`config.mk`:
```
export PLATFORM = sky130hd
export DESIGN_NAME = hypot_seq
export DESIGN_NICKNAME = d
export VERILOG_FILES = /design/src/rtl/hypot_pkg.sv /design/src/rtl/isqrt_step.sv /design/src/rtl/hypot_seq.sv
export SDC_FILE = /design/constraint.sdc
export NUM_CORES = 1
export LEC_CHECK = 0
export CAP_MARGIN = 20
export CORE_AREA = 2 2 138 140
export CTS_CLUSTER_DIAMETER = 100
export DETAILED_ROUTE_END_ITERATION = 10
export DIE_AREA = 0 0 140 142
export HOLD_SLACK_MARGIN = 0.12
export SLEW_MARGIN = 25
export SYNTH_ARGS = -nofsm -noshare
export SYNTH_HDL_FRONTEND = slang
export SYNTH_SLANG_ARGS = --single-unit
```
`constraint.sdc`:
```
create_clock -name clk -period 10.07 [get_ports clk]
set_input_delay 2.014 -clock clk [delete_from_list [all_inputs] [get_ports clk]]
set_output_delay 2.014 -clock clk [all_outputs]
set_load 0.02 [all_outputs]
```
`src/rtl/hypot_pkg.sv`:
```
// hypot_pkg: shared state encoding and width helpers for the magnitude unit
package hypot_pkg;
  typedef enum logic [1:0] {IDLE, SQUARE, ROOT, DONE} hypot_state_t;
  function automatic int ROOT_W(input int w);
    return w + 1;
  endfunction
  function automatic int SUM_W(input int w);
    return 2 * w + 1;
  endfunction
  function automatic int RAD_W(input int w);
    return 2 * w + 2;
  endfunction
  function automatic int ISQRT_ITERS(input int w);
    return w + 1;
  endfunction
endpackage

```
`src/rtl/isqrt_step.sv`:
```
// isqrt_step: one restoring square-root iteration, two radicand bits in, one root bit out
module isqrt_step #(
  parameter int W = 8
) (
  input  logic [W+1:0] i_rem,
  input  logic [W:0]   i_root,
  input  logic [1:0]   i_bits,
  output logic [W+1:0] o_rem,
  output logic [W:0]   o_root
);
  logic [W+3:0] w_cur;
  logic [W+3:0] w_sub;
  logic         w_ge;
  assign w_cur  = {i_rem, i_bits};
  assign w_sub  = {1'b0, i_root, 2'b01};
  assign w_ge   = w_cur >= w_sub;
  assign o_rem  = (W+2)'(w_ge ? w_cur - w_sub : w_cur);
  assign o_root = {i_root[W-1:0], w_ge};
endmodule

```
`src/rtl/hypot_seq.sv`:
```
// hypot_seq: sequential sqrt(x^2 + y^2) with floor/round, exact flag and valid/ready output
module hypot_seq
  import hypot_pkg::*;
#(
  parameter int W     = 8,
  parameter bit ROUND = 1'b0
) (
  input  logic           clk,
  input  logic           rst_n,
  input  logic           ena,
  input  logic           in_valid,
  output logic           in_ready,
  input  logic [W-1:0]   x,
  input  logic [W-1:0]   y,
  output logic           out_valid,
  input  logic           out_ready,
  output logic [W:0]     root,
  output logic [2*W:0]   sum_sq,
  output logic           exact
);
  localparam int RW = ROOT_W(W);
  localparam int SW = SUM_W(W);
  localparam int DW = RAD_W(W);
  localparam int CW = $clog2(ISQRT_ITERS(W) + 1);

  hypot_state_t  r_state;
  logic [W-1:0]  r_x;
  logic [W-1:0]  r_y;
  logic [SW-1:0] r_sum;
  logic [RW:0]   r_rem;
  logic [RW-1:0] r_part;
  logic [CW-1:0] r_cnt;
  logic [RW-1:0] r_root;
  logic          r_exact;
  logic          r_valid;
  logic [SW-1:0] w_sq;
  logic [1:0]    w_bits;
  logic [RW:0]   w_rem;
  logic [RW-1:0] w_root;
  logic          w_inc;

  assign w_sq   = SW'(r_x) * SW'(r_x) + SW'(r_y) * SW'(r_y);
  assign w_bits = 2'(DW'(r_sum) >> {r_cnt, 1'b0});
  // (r+1/2)^2 = r^2 + r + 1/4, so an integer remainder above r rounds up
  assign w_inc  = ROUND && (w_rem > {1'b0, w_root});

  isqrt_step #(.W(W)) u_step (
    .i_rem  (r_rem),
    .i_root (r_part),
    .i_bits (w_bits),
    .o_rem  (w_rem),
    .o_root (w_root)
  );

  always_ff @(posedge clk or negedge rst_n) begin
    if (!rst_n) begin
      r_state <= IDLE;
      r_x     <= '0;
      r_y     <= '0;
      r_sum   <= '0;
      r_rem   <= '0;
      r_part  <= '0;
      r_cnt   <= '0;
      r_root  <= '0;
      r_exact <= 1'b0;
      r_valid <= 1'b0;
    end else if (ena) begin
      case (r_state)
        IDLE: if (in_valid) begin
          r_x     <= x;
          r_y     <= y;
          r_state <= SQUARE;
        end
        SQUARE: begin
          r_sum   <= w_sq;
          r_rem   <= '0;
          r_part  <= '0;
          r_cnt   <= CW'(W);
          r_state <= ROOT;
        end
        ROOT: begin
          r_rem  <= w_rem;
          r_part <= w_root;
          r_cnt  <= r_cnt - 1'b1;
          if (r_cnt == '0) begin
            r_root  <= w_root + RW'(w_inc);
            r_exact <= w_rem == '0;
            r_valid <= 1'b1;
            r_state <= DONE;
          end
        end
        DONE: if (out_ready) begin
          r_valid <= 1'b0;
          r_state <= IDLE;
        end
      endcase
    end
  end

  assign in_ready  = ena & (r_state == IDLE);
  assign out_valid = r_valid;
  assign root      = r_root;
  assign sum_sq    = r_sum;
  assign exact     = r_exact;
endmodule

```
---- Word-level counts from Yosys, hierarchy flattened ----
Cells that the tools add are included.
storage, ports and cells
  register bits after elaboration ......... 69
  bits of input ports ..................... 21
  output and inout bits ................... 29
  logic and storage cells ................. 46
cells by class
  mux-type cells .......................... 11
  eq/ne operators ......................... 6
  add/subtract/negate cells ............... 3
  $lt $le $gt $ge ......................... 1
  reduce and logical (&&, ||, !) cells .... 11
  multiply operators ...................... 2
  bitwise logic cells ..................... 1
  shift operators ......................... 1
operators with widths
  operator                                             number
  multiplier 8 x 8 -> 16 bit                           2
  case mux 10 bit (2 select lines)                     1
  case mux 9 bit (2 select lines)                      1
  adder 16 x 16 -> 17 bit                              1
  >> shifter 17 x 5 -> 2 bit                           1
  greater-or-equal comparator 12 x 11 -> 1 bit         1
  zero test 10 bit                                     1
  two-way mux 10 bit                                   1
  subtractor 10 bit                                    1
  case mux 2 bit (4 select lines)                      1
  case mux 4 bit (2 select lines)                      1
  AND reduction 4 bit                                  2
  two-way mux 2 bit                                    3
  inequality test 2 bit, second input constant         3
  AND reduction 3 bit                                  2
  equality test 2 bit, second input constant           2
  zero test 4 bit                                      1
  AND reduction 2 bit                                  2
  nonzero test 2 bit                                   2
  subtractor 4 x 1 -> 4 bit, second input constant     1
  equality test 2 x 1 -> 1 bit, second input constant  1
  zero test 2 bit                                      1
  two-way mux 1 bit                                    2
  case mux 1 bit (2 select lines)                      1
  bitwise AND 1 bit                                    1

---- Longest topological paths before layout ----
  depth in word-level cells ............... 4
  mapped depth ............................ 22
  depth with buffers taken out ............ 21

---- By module ----
From an unflattened synthesis, not the netlist that was laid out.
second synthesis, totals
  cell total of the unflattened synthesis .. 736
  area, all modules ....................... 7,178.1 µm²
modules (own cells, without submodules)
  module      area each (µm²)  cells an instance  sequential area each (µm²)  times used
  hypot_seq   6,443.7          643                1,726.7                     1
  isqrt_step  734.5            93                 0.0                         1

---- Least setup slack after synthesis ----
Ideal clock, no wire load.
  path kind ............................... reg2reg
  start point ............................. reg r_x[5]
  end point ............................... reg r_sum[15], in the netlist sum_sq[15]
  path buffers ............................ 1
  setup slack ............................. 4.602 ns
  library setup time ...................... 0.133 ns
  required time ........................... 9.937 ns
  arrival time ............................ 5.335 ns
  period minus slack after synthesis ...... 5.468 ns
  stages on the path, launching flop included .. 20
  cell sequence ........................... dfrtp_1 clkbuf_1 nand2_1 fa_1 fa_1 inv_1 fa_1 fa_1 fa_1 inv_1 fa_1 inv_1 ha_1 a21oi_1 o21bai_1 a211oi_1 nor3_1 o31ai_1 xor2_1 o21ai_0
on the way
  longest elaborated chain between the ends .. 2
RTL lines
  element                     RTL line         text
  from (decl)                 hypot_seq.sv:27  logic [W-1:0] r_x;
  from (signal assigned)      hypot_seq.sv:58  r_x <= '0;
  from (signal assigned)      hypot_seq.sv:70  r_x <= x;
  multiplier 8 x 8 -> 16 bit  hypot_seq.sv:42  assign w_sq = SW'(r_x) * SW'(r_x) + SW'(r_y) * SW'(r_y);
  adder 16 x 16 -> 17 bit     hypot_seq.sv:42
  to (signal assigned)        hypot_seq.sv:75  r_sum <= w_sq;
  to (decl)                   hypot_seq.sv:29  logic [SW-1:0] r_sum;
Every way passes these cells.
A chain may end at the register's enable or synchronous reset.

---- Worst setup path after layout ----
  start point ............................. reg r_y[5]
  end point ............................... reg r_sum[16], in the netlist sum_sq[16]
on the way
  longest elaborated chain between the ends .. 2
RTL lines
  element                     RTL line         text
  from (decl)                 hypot_seq.sv:28  logic [W-1:0] r_y;
  from (signal assigned)      hypot_seq.sv:71  r_y <= y;
  multiplier 8 x 8 -> 16 bit  hypot_seq.sv:42
  adder 16 x 16 -> 17 bit     hypot_seq.sv:42
Every way passes these cells.

==> flow_summary.ini <==
[clock_network]
clock_path_buffers = 2
cts_tree = yes
root_buffer = clkbuf_16
cts_num_sinks = 69
cts_buffers = 9
cts_resized = 0
h_tree_depth_reported_by_cts = 3
cts_hold_buf = 0
worstSkewPairLatency_ns = 0.35
post_cts_setup_bufs = 0
clock_pin_transition_on_the_worst_setup_and_hold_timing_paths_ns = 0.07

[route]
drt_iter0_drc = 270
post_drt_wl_per_cell_um = 14.94
post_drt_via_cell_ratio = 4.879
remaining_drc_errors = 5
wirelength_mm = 14.79
routed-via-count = 4830
antenna_left = 0
detail_route.first_pass.iterations = 10

[synth]
synth_area_leader_cell = dfrtp_1
yosys.cell_types.count = 53
synthesis.instances = 711
synth_edf_count = 0
syn_avg_cell_area_um2 = 9.735
top_area_cell_type_share_of_the_netlist_area_pct = 24.95
synth_nets = 882
postSynth.topFlopCell = dfrtp_1
synth.ff_latch_count = 69
synth_commonest_cells = 126 x inv_1, 80 x nand2_1, 76 x fa_1
most_instantiated_library_cell_after_synthesis = inv_1
synth_area_mm2 = 0.006922
yosys-top-cells-area = dfrtp_1 25%, fa_1 22%, ha_1 13%
synthArstFlopShare_pct = 100.0
synth.yosys.warnings = 0
synth-seq-area-share_pct = 24.95

[placement]
post-dp-hpwl_mm = 11.72
place.port_buffers = 49
gp_congestion = 0.8562

[floorplanning]
fp.dieArea_mm2 = 0.01988
core_mm2 = 0.01846
ioPinCount = 50
initial_utilization_pct = 37.51
die_width_um = 140
floorplan.die.height_um = 142
std_cell_rows = 50

[timing]
min_cycle_time_layout_ns = 5.931
maxSlewViolCount = 0
setup_tns_ns = 0
clock.fmax_mhz = 168.6
tightest_slew_ns = 0.9725
period_share_pct = 58.90
max_slew_margin_pct = 35.01
unrepaired_setup_endpoints_after_global_routing = no
setup_violations = 0
timing.clock.skew_ns = 0.01317
timing.final.hold_violations = 0

[cells_and_area]
layout.nets = 922
area_delta_synth_final_pct = 14.35
drive_gt1_share_pct = 7.143
diodes = 0
n_fill_cell = 1824

[worst_setup_path]
crit_required_ns = 10.27
setup.worst_path.class = flop to flop
crit_start = r_y[5]$_DFFE_PN0P_
worstReg2RegStart = r_y[5]$_DFFE_PN0P_
cp-start-kind = flop
setup.worst_path.end_class = flop
worstPathArrival_ns = 6.13
cp_max_fo = 9

[global_route]
maximum_number_of_pins_on_one_net_before_global_route_repair = 70
grt_antenna_before_repair = 0
groute.usage.overall_pct = 15.79
vias_in_the_first_global_route = 4847
wire_length_of_the_first_global_routing_pass_mm = 24.67
grt_overflow_total = 0

[hold_path]
holdCritPathClass = flop to flop
min-delay-start = root[8]$_DFFE_PN0P_

[outcome]
status = finished, violations left
violations = DRC

[job]
cap_violations = 0
area by class of cell:
| cell class | instances | area (um2) | area share [%] |
|---|---|---|---|
| inverter | 127 | 476.7 | 6.023 |
| clock inverter | 7 | 62.56 | 0.7904 |
| tap | 234 | 292.8 | 3.699 |
| multi-input combinational | 494 | 4632 | 58.52 |
| clock buffer | 9 | 225.2 | 2.845 |
| timing repair buffer | 50 | 499.2 | 6.307 |
| sequential | 69 | 1727 | 21.81 |
cell usage in the layout, fill, tap and decap left out, types with 3 or more instances in the layout:
cell type	Yosys	routed
inv_1	126	126
nand2_1	80	79
fa_1	76	76
ha_1	74	74
dfrtp_1	69	69
clkdlybuf4s50_1	0	48
o21ai_0	43	43
and2_1	37	37
mux2_2	23	23
nor2_1	21	21
xnor2_1	18	18
nand3_1	15	15
a21oi_1	10	10
xor2_1	10	10
nor3_1	9	9
clkbuf_16	0	9
a21o_1	8	8
mux2i_1	7	7
a22o_1	6	6
and3_1	5	5
o21ai_1	5	5
or3_1	5	5
nor2b_1	4	4
mux4_2	3	3
nand2b_1	3	3
a211oi_1	3	3
inv_6	0	3
worst max-delay path: stages (launching register included):
cell,delay (ns)
dfrtp_1,0.52
inv_1,0.16
nor2_1,0.22
fa_1,0.47
fa_1,0.51
fa_1,0.53
fa_1,0.53
fa_1,0.56
inv_1,0.06
fa_1,0.53
inv_1,0.04
ha_1,0.24
a2111oi_0,0.60
or3_1,0.24
nand3_1,0.10
a41oi_1,0.26
xnor2_1,0.14
o21ai_1,0.07
through the flow:
stage / utilization, % / setup slack [ns] / area (um2) / instances / hold WS [ns]
after CTS: 42.85 / 4.101 / 7909 / 990 / 0.4852
after global placement: 41.29 / 4.241 / 7621 / 974 / 0.4669
after floorplan: - / 4.602 / 6922 / 711 / 0.4498
final: 42.89 / 4.139 / 7915 / 990 / 0.4799
after global routing: 42.89 / 3.767 / 7915 / 990 / 0.5076
after detailed placement: 41.29 / 4.131 / 7621 / 974 / 0.4697
cell families after synthesis:
family	share of synthesized area (%)
AOI/OAI and AO/OA	8.261
xor gates and xnor gates	3.543
buffers and inverters	8.170
adders and majority gates	35.36
muxes	6.435
DFF	24.95
and+or+nand+nor	13.29
flip-flops by register name (all words and copies together), names as in the netlist:
name,count
root,9
out_valid,1
sum_sq,17
r_rem,10
r_part,9
r_y,8
exact,1
r_state,2
r_cnt,4
r_x,8
path summary, 6_finish.rpt:
path                                     endpoint  slack (ns)  cells past startpoint
setup / recovery           sum_sq[16]$_DFFE_PN0P_        4.14                     17
hold / removal                root[8]$_DFFE_PN0P_        0.48                      2
setup reg to reg           sum_sq[16]$_DFFE_PN0P_        4.14                     17
hold reg to reg               root[8]$_DFFE_PN0P_        0.48                      2
max in group asynchronous      r_y[2]$_DFFE_PN0P_        7.92                      1
min in group asynchronous   r_part[8]$_DFFE_PN0P_        1.65                      1
per-layer routing:
| metal | up-vias | wire length, um | track usage (%) |
|---|---|---|---|
| li1 | 2373 | - | - |
| met1 | 2365 | 6959 | 21.40 |
| met2 | 82 | 7149 | 26.50 |
| met3 | 10 | 546 | 3.028 |
| met4 | 0 | 138 | 3.509 |
| met5 | - | 0 | 0 |
Power is not shown: default switching activity piles up to over one toggle a cycle in this logic, so the estimate is an artifact.
